## src/rtl/wb_pkg.sv

```systemverilog
// Shared definitions for the write-back stage: default widths, the
// source-index width helper and the buffered entry layout.
package wb_pkg;

  localparam int DEF_NUM_SRC = 6;
  localparam int DEF_DATA_W  = 32;
  localparam int DEF_CODE_W  = 8;
  localparam int DEF_DEPTH   = 4;

  // Width of a source index; never narrower than one bit.
  function automatic int src_w(input int n);
    return (n > 1) ? $clog2(n) : 1;
  endfunction

  // One queued write-back at the default widths, code in the upper bits.
  typedef struct packed {
    logic [DEF_CODE_W-1:0] code;
    logic [DEF_DATA_W-1:0] data;
  } wb_entry_t;

endpackage

```

## src/rtl/wb_fifo.sv

```systemverilog
// Single-source synchronous FIFO. Full/empty come from the registered count,
// so a push offered while full is refused even if a pop happens that cycle.
module wb_fifo #(
  parameter int WIDTH = 40,
  parameter int DEPTH = 4
) (
  input  logic             clock,
  input  logic             reset,
  input  logic             push,
  input  logic             pop,
  input  logic [WIDTH-1:0] wdata,
  output logic [WIDTH-1:0] head,
  output logic             full,
  output logic             empty
);

  localparam int PTR_W = $clog2(DEPTH);
  localparam int CNT_W = PTR_W + 1;
  localparam logic [PTR_W-1:0] PTR_ONE  = PTR_W'(1);
  localparam logic [CNT_W-1:0] CNT_ONE  = CNT_W'(1);
  localparam logic [CNT_W-1:0] CNT_FULL = CNT_W'(DEPTH);

  logic [WIDTH-1:0] mem [DEPTH];
  logic [PTR_W-1:0] wr_ptr;
  logic [PTR_W-1:0] rd_ptr;
  logic [CNT_W-1:0] count;
  logic             push_ok;
  logic             pop_ok;

  assign full    = (count == CNT_FULL);
  assign empty   = (count == {CNT_W{1'b0}});
  assign push_ok = push && !full;
  assign pop_ok  = pop && !empty;
  assign head    = mem[rd_ptr];

  // Entry storage; contents need no reset since count gates visibility.
  always_ff @(posedge clock) begin
    if (push_ok) begin
      mem[wr_ptr] <= wdata;
    end
  end

  // Pointers wrap naturally; count tracks occupancy.
  always_ff @(posedge clock) begin
    if (reset) begin
      wr_ptr <= {PTR_W{1'b0}};
      rd_ptr <= {PTR_W{1'b0}};
      count  <= {CNT_W{1'b0}};
    end else begin
      if (push_ok) begin
        wr_ptr <= wr_ptr + PTR_ONE;
      end
      if (pop_ok) begin
        rd_ptr <= rd_ptr + PTR_ONE;
      end
      case ({push_ok, pop_ok})
        2'b10:   count <= count + CNT_ONE;
        2'b01:   count <= count - CNT_ONE;
        default: count <= count;
      endcase
    end
  end

endmodule

```

## src/rtl/wb_stage.sv

```systemverilog
// Write-back stage: per-source FIFOs arbitrated onto one registered write
// port. Define WB_FIXED_PRIO_EN for fixed lowest-index-first priority;
// otherwise a round-robin pointer rotates priority after each grant.
module wb_stage
  import wb_pkg::*;
#(
  parameter int NUM_SRC = DEF_NUM_SRC,
  parameter int DATA_W  = DEF_DATA_W,
  parameter int CODE_W  = DEF_CODE_W,
  parameter int DEPTH   = DEF_DEPTH,
  localparam int SRC_W  = src_w(NUM_SRC)
) (
  input  logic                      clock,
  input  logic                      reset,
  input  logic [NUM_SRC-1:0]        src_valid,
  input  logic [NUM_SRC*CODE_W-1:0] src_code,
  input  logic [NUM_SRC*DATA_W-1:0] src_data,
  output logic [NUM_SRC-1:0]        src_ready,
  input  logic                      wb_hold,
  output logic                      wb_flag,
  output logic [CODE_W-1:0]         wb_code,
  output logic [DATA_W-1:0]         wb_data,
  output logic [SRC_W-1:0]          wb_src,
  output logic [NUM_SRC-1:0]        overflow,
  output logic                      busy
);

  localparam int ENTRY_W = CODE_W + DATA_W;

  logic [NUM_SRC-1:0] full;
  logic [NUM_SRC-1:0] empty;
  logic [NUM_SRC-1:0] pop;
  logic [ENTRY_W-1:0] head [NUM_SRC];
  logic [SRC_W-1:0]   start;
  logic               gnt_valid;
  logic [SRC_W-1:0]   gnt_idx;
  logic [ENTRY_W-1:0] gnt_entry;

  genvar gi;
  generate
    for (gi = 0; gi < NUM_SRC; gi++) begin : g_src
      wb_fifo #(
        .WIDTH (ENTRY_W),
        .DEPTH (DEPTH)
      ) u_fifo (
        .clock (clock),
        .reset (reset),
        .push  (src_valid[gi]),
        .pop   (pop[gi]),
        .wdata ({src_code[gi*CODE_W +: CODE_W], src_data[gi*DATA_W +: DATA_W]}),
        .head  (head[gi]),
        .full  (full[gi]),
        .empty (empty[gi])
      );
      assign pop[gi] = gnt_valid && (gnt_idx == SRC_W'(gi));
    end
  endgenerate

  assign src_ready = ~full;
  assign busy      = (|(~empty)) | wb_flag;

`ifdef WB_FIXED_PRIO_EN
  assign start = {SRC_W{1'b0}};
`else
  logic [SRC_W-1:0] rr;
  assign start = rr;

  // Priority pointer moves just past the last granted source.
  always_ff @(posedge clock) begin
    if (reset) begin
      rr <= {SRC_W{1'b0}};
    end else if (gnt_valid) begin
      rr <= (gnt_idx == SRC_W'(NUM_SRC - 1)) ? {SRC_W{1'b0}} : gnt_idx + SRC_W'(1);
    end else begin
      rr <= rr;
    end
  end
`endif

  // Grant search: sources at or above start first, then wrap to the lowest.
  always_comb begin
    gnt_valid = 1'b0;
    gnt_idx   = {SRC_W{1'b0}};
    gnt_entry = {ENTRY_W{1'b0}};
    if (!wb_hold) begin
      for (int i = 0; i < NUM_SRC; i++) begin
        if (!gnt_valid && !empty[i] && (SRC_W'(i) >= start)) begin
          gnt_valid = 1'b1;
          gnt_idx   = SRC_W'(i);
          gnt_entry = head[i];
        end
      end
      for (int i = 0; i < NUM_SRC; i++) begin
        if (!gnt_valid && !empty[i]) begin
          gnt_valid = 1'b1;
          gnt_idx   = SRC_W'(i);
          gnt_entry = head[i];
        end
      end
    end else begin
      gnt_valid = 1'b0;
    end
  end

  // Output register: loads the granted head, otherwise drops the strobe only.
  always_ff @(posedge clock) begin
    if (reset) begin
      wb_flag <= 1'b0;
      wb_code <= {CODE_W{1'b0}};
      wb_data <= {DATA_W{1'b0}};
      wb_src  <= {SRC_W{1'b0}};
    end else if (gnt_valid) begin
      wb_flag <= 1'b1;
      wb_code <= gnt_entry[ENTRY_W-1 -: CODE_W];
      wb_data <= gnt_entry[DATA_W-1:0];
      wb_src  <= gnt_idx;
    end else begin
      wb_flag <= 1'b0;
    end
  end

  // Sticky per-source flag for pushes refused because the FIFO was full.
  always_ff @(posedge clock) begin
    if (reset) begin
      overflow <= {NUM_SRC{1'b0}};
    end else begin
      overflow <= overflow | (src_valid & full);
    end
  end

endmodule

```

## config.mk

```make
export PLATFORM = sky130hd
export DESIGN_NAME = wb_stage
export DESIGN_NICKNAME = d
export VERILOG_FILES = /design/src/rtl/wb_pkg.sv /design/src/rtl/wb_fifo.sv /design/src/rtl/wb_stage.sv
export SDC_FILE = /design/constraint.sdc
export NUM_CORES = 1
export LEC_CHECK = 0
export ABC_AREA = 1
export BUFFER_PORTS_ARGS = -buffer_cell sky130_fd_sc_hd__buf_2
export CAP_MARGIN = 15
export CORE_ASPECT_RATIO = 1.1
export CORE_MARGIN = 2
export CORE_UTILIZATION = 25
export CTS_CLUSTER_DIAMETER = 60
export CTS_CLUSTER_SIZE = 12
export DETAILED_ROUTE_END_ITERATION = 16
export SLEW_MARGIN = 20
export SYNTH_ARGS = -nofsm -noshare
export SYNTH_HDL_FRONTEND = slang
export SYNTH_SLANG_ARGS = --single-unit
```

## constraint.sdc

```tcl
create_clock -name clock -period 11.1 [get_ports clock]
set_clock_uncertainty 0.15 [all_clocks]
set_input_delay 0.555 -clock clock [delete_from_list [all_inputs] [get_ports clock]]
set_output_delay 0.555 -clock clock [all_outputs]
set_load 0.05 [all_outputs]
```

==> metrics.md <==
| Metric | Value |
|---|---|
| Status | `complete, no violations` |
| Gr usage total | `16.7%` |
| Place WS | `5.77 ns` |
| Drt drc | `0` |
| Initial Util | `25.1%` |
| Vias | `32100` |
| RePlAce Congestion | `0.947` |
| Top post-synthesis cells by area | `edfxtp_1 (65%), nand2_1 (8.6%), dfxtp_1 (4.8%), a21oi_1 (3.3%), nor2_1 (3.2%)` |
| Die Span Y | `447 um` |
| Fin crit period | `5.36 ns` |
| Hpwl dp | `110000 um` |
| Clock Tree Buf Depth | `3` |
| Synth Warn # | `0` |
| Slew @ Worst Pin | `1.21 ns` |
| Startpoint Class | `register` |
| CTS H-tree depth | `3` |
| Reg2Reg Capture Point | `g_src[3].u_fifo.count[2]` |
| RSZ-0062 raised after global routing | `no` |
| Mapped Cells | `3987` |
| Slew HR | `18.4%` |
| Most used routing layer | `met2` |
| Leakage | `19.7 nW` |
| Adder-cell share of the synthesized area | `1.23%` |
| First-pass GRT wire length | `217000 um` |
| Cells after DPL | `6503` |
| Setup violations, final | `0` |
| XOR/XNOR Fraction of Synth Area | `0.0393%` |
| Crit path to | `g_src[3].u_fifo.count[2]` |
| CTS sink cnt | `1067` |
| Num CTS Buffers | `104` |
| Core Region | `177000 um^2` |
| Count leader, synth | `nand2_1` |
| Clk Tree Root Cell | `clkbuf_16` |
| Vias in the first global route | `30400` |
| Layout Cells excl Fill | `6936` |
| Area leader, netlist | `edfxtp_1` |
| Final net count | `4762` |
| GR Util met1 | `21.5%` |
| Maximum clock frequency | `0.186 GHz` |
| Reg2reg path depth | `21` |
| Multiplexer area fraction after synthesis | `0%` |
| First-pass detailed-route iteration total | `6` |
| VDD IR-drop max | `0.108 mV` |
| Register area share after synthesis | `69.6%` |
| Met2 usage | `26.7%` |
| Worst R2R Start | `g_src[0].u_fifo.count[0]` |
| DRT antenna net count | `0` |
| Share of layout cells above drive strength 1 | `13.0%` |
| Final Cell Area | `54300 um^2` |
| Post-Synthesis Net Count | `4276` |
| Pwr Density | `191 nW/um^2` |
| CTS tree | `done` |
| Hold Path Class | `input pin to register` |
| Largest net degree at the start of global routing | `91` |
| Crit path launch | `g_src[0].u_fifo.count[0]` |
| CTS clk-pin slew, worst paths | `0.06 ns` |
| Post-CTS Hold Buffers | `242` |
| Area grow syn2layout | `22.0%` |
| Final Worst Setup Slack | `5.74 ns` |
| Seq cells post-synth | `1067` |
| Final Max Tran Viols | `0` |
| Postcts setup bufs | `0` |
| Latest clock arrival within the worst-skew pair | `0.74 ns` |
| Final worst-path cycle share | `48.3%` |
| Critical Path AT | `5.82 ns` |
| Routed WL | `155000 um` |
| Placed cell areas | `48800 um^2` |
| Routed wire per std cell | `22.4 um` |
| Synthesized area per cell | `11.2 um^2` |
| Crit path max fanout | `38` |
| Die Width | `406 um` |
| Initial drt markers | `3372` |
| Synth cell types | `36` |
| Simple-Gate Fraction of Synth Area | `16.1%` |
| Drt via density | `4.63` |
| Critical Path RT | `11.56 ns` |
| Post_cts resized | `0` |
| I/O Buffers | `305` |
| Synth top area share | `64.7%` |
| Global route total overflow | `0` |
| Tot Pwr | `10.4 mW` |
| Hold Fails Final Rpt | `0` |
| Synthesized area | `44500 um^2` |
| Worst setup EP type | `register` |
| WS Path Type | `register to register` |
| Number of flops mapped to enable cells by yosys | `960` |
| R2R Setup Slk | `5.74 ns` |
| Synth cell count leaders | `nand2_1 (1019), edfxtp_1 (960), nor2_1 (382)` |
| Ys flop type | `edfxtp_1` |
| I/O Pins | `306` |
| Placement row count | `162` |
| Total Neg Setup Slack | `0 ns` |
| Synth async-reset ratio | `0%` |
| Die Area | `181000 um^2` |
| Met3 Use GR | `4.00%` |
| Largest family of logic cells by synthesized area | `simple AND/OR/NAND/NOR gates` |
| Max-cap violation count | `0` |
| Compound-Gate Fraction of Synth Area | `9.63%` |
| Initial antenna violation count | `72` |
[layout make-up]
cell class	count	area (um^2)
diodes	19	47.5
clock buffers	156	2840
clock inverters	16	241
fillers	18100	123000
inverters	169	634
multi-input cells	2527	12200
flip-flops and latches	1067	31000
well taps	2378	2980
repair buffers	604	4380
[cell usage in the layout, fill, tap and decap left out, drive strengths merged, types with 156 or more instances in the layout]
cell type and n:
a21oi 293, buf 362, clkbuf 156, dlygate4sd3 242, edfxtp 960, inv 172, nand2 1024, nand3 238
nor2 392, o21ai 269
[through the flow]
step / hold WS, ns / utilization [%]
final: 0.137 / 30.7
after global routing: 0.119 / 30.7
after CTS: 0.0645 / 30.6
after detailed placement: 0.290 / 27.5
after global placement: 0.289 / 27.5
after floorplan: 0.283 / -
[per-layer routing]
layer | routed length [um] | part of all wire [%]
met1 | 63800 | 41
met2 | 72200 | 47
met3 | 11900 | 7.6
met4 | 6980 | 4.5
met5 | 408 | 0.26
[registers in the layout, indices dropped and copies added (netlist names), named ones only]
signal / flops
overflow: 6
g_src.u_fifo.mem: 960
g_src.u_fifo.count: 18
wb_code: 8
rr: 3
wb_flag: 1
g_src.u_fifo.wr_ptr: 12
wb_data: 32
wb_src: 3
g_src.u_fifo.rd_ptr: 12
[worst min path at each step]
| stage | startpoint | end | slack, ns | cells after the start |
|---|---|---|---|---|
| 6_report | wb_hold | register | 0.14 | 4 |
| 5_1_grt | src_valid[2] | overflow[2] | 0.12 | 3 |
| 4_1_cts | src_valid[2] | overflow[2] | 0.06 | 3 |
| 3_5_place_dp | overflow[4] | overflow[4] | 0.29 | 2 |
| 3_3_place_gp | overflow[1] | overflow[1] | 0.29 | 2 |
| 2_1_floorplan | g_src[1].u_fifo.rd_ptr[1] | register | 0.28 | 2 |
[power breakdown]
group          total, mW  internal, mW  switching [mW]
sequential          4.79          4.65           0.136
combinational       2.30         0.594            1.70
clock               3.28          1.79            1.49
total               10.4          7.04            3.33
[kinds of logic after synthesis]
family	count (synthesis)
AND/OR/NAND/NOR	1751
flip-flops	1067
AO/OA/AOI/OAI	734
buffers and inverters	393
adder cells (fa/ha/maj)	40
XOR/XNOR	2
[critical path: stages (launching register included)]
cell and delay [ns]:
dfxtp_1 0.34, inv_1 0.12, nand3_2 0.19, nand2_1 0.12, buf_4 0.40, nand4_2 0.23, nor3_2 0.35, nand3_2 0.47
inv_2 0.63, nor2_1 0.13, a21oi_2 0.31, ha_1 0.21, ha_1 0.17, nand2_1 0.06, nor2_1 0.23, ha_1 0.20
inv_1 0.07, fa_1 0.37, a21oi_1 0.15, o21ai_0 0.13, o21ai_0 0.18, a21oi_1 0.05
No activity file was read; power rests on OpenSTA's default activity.
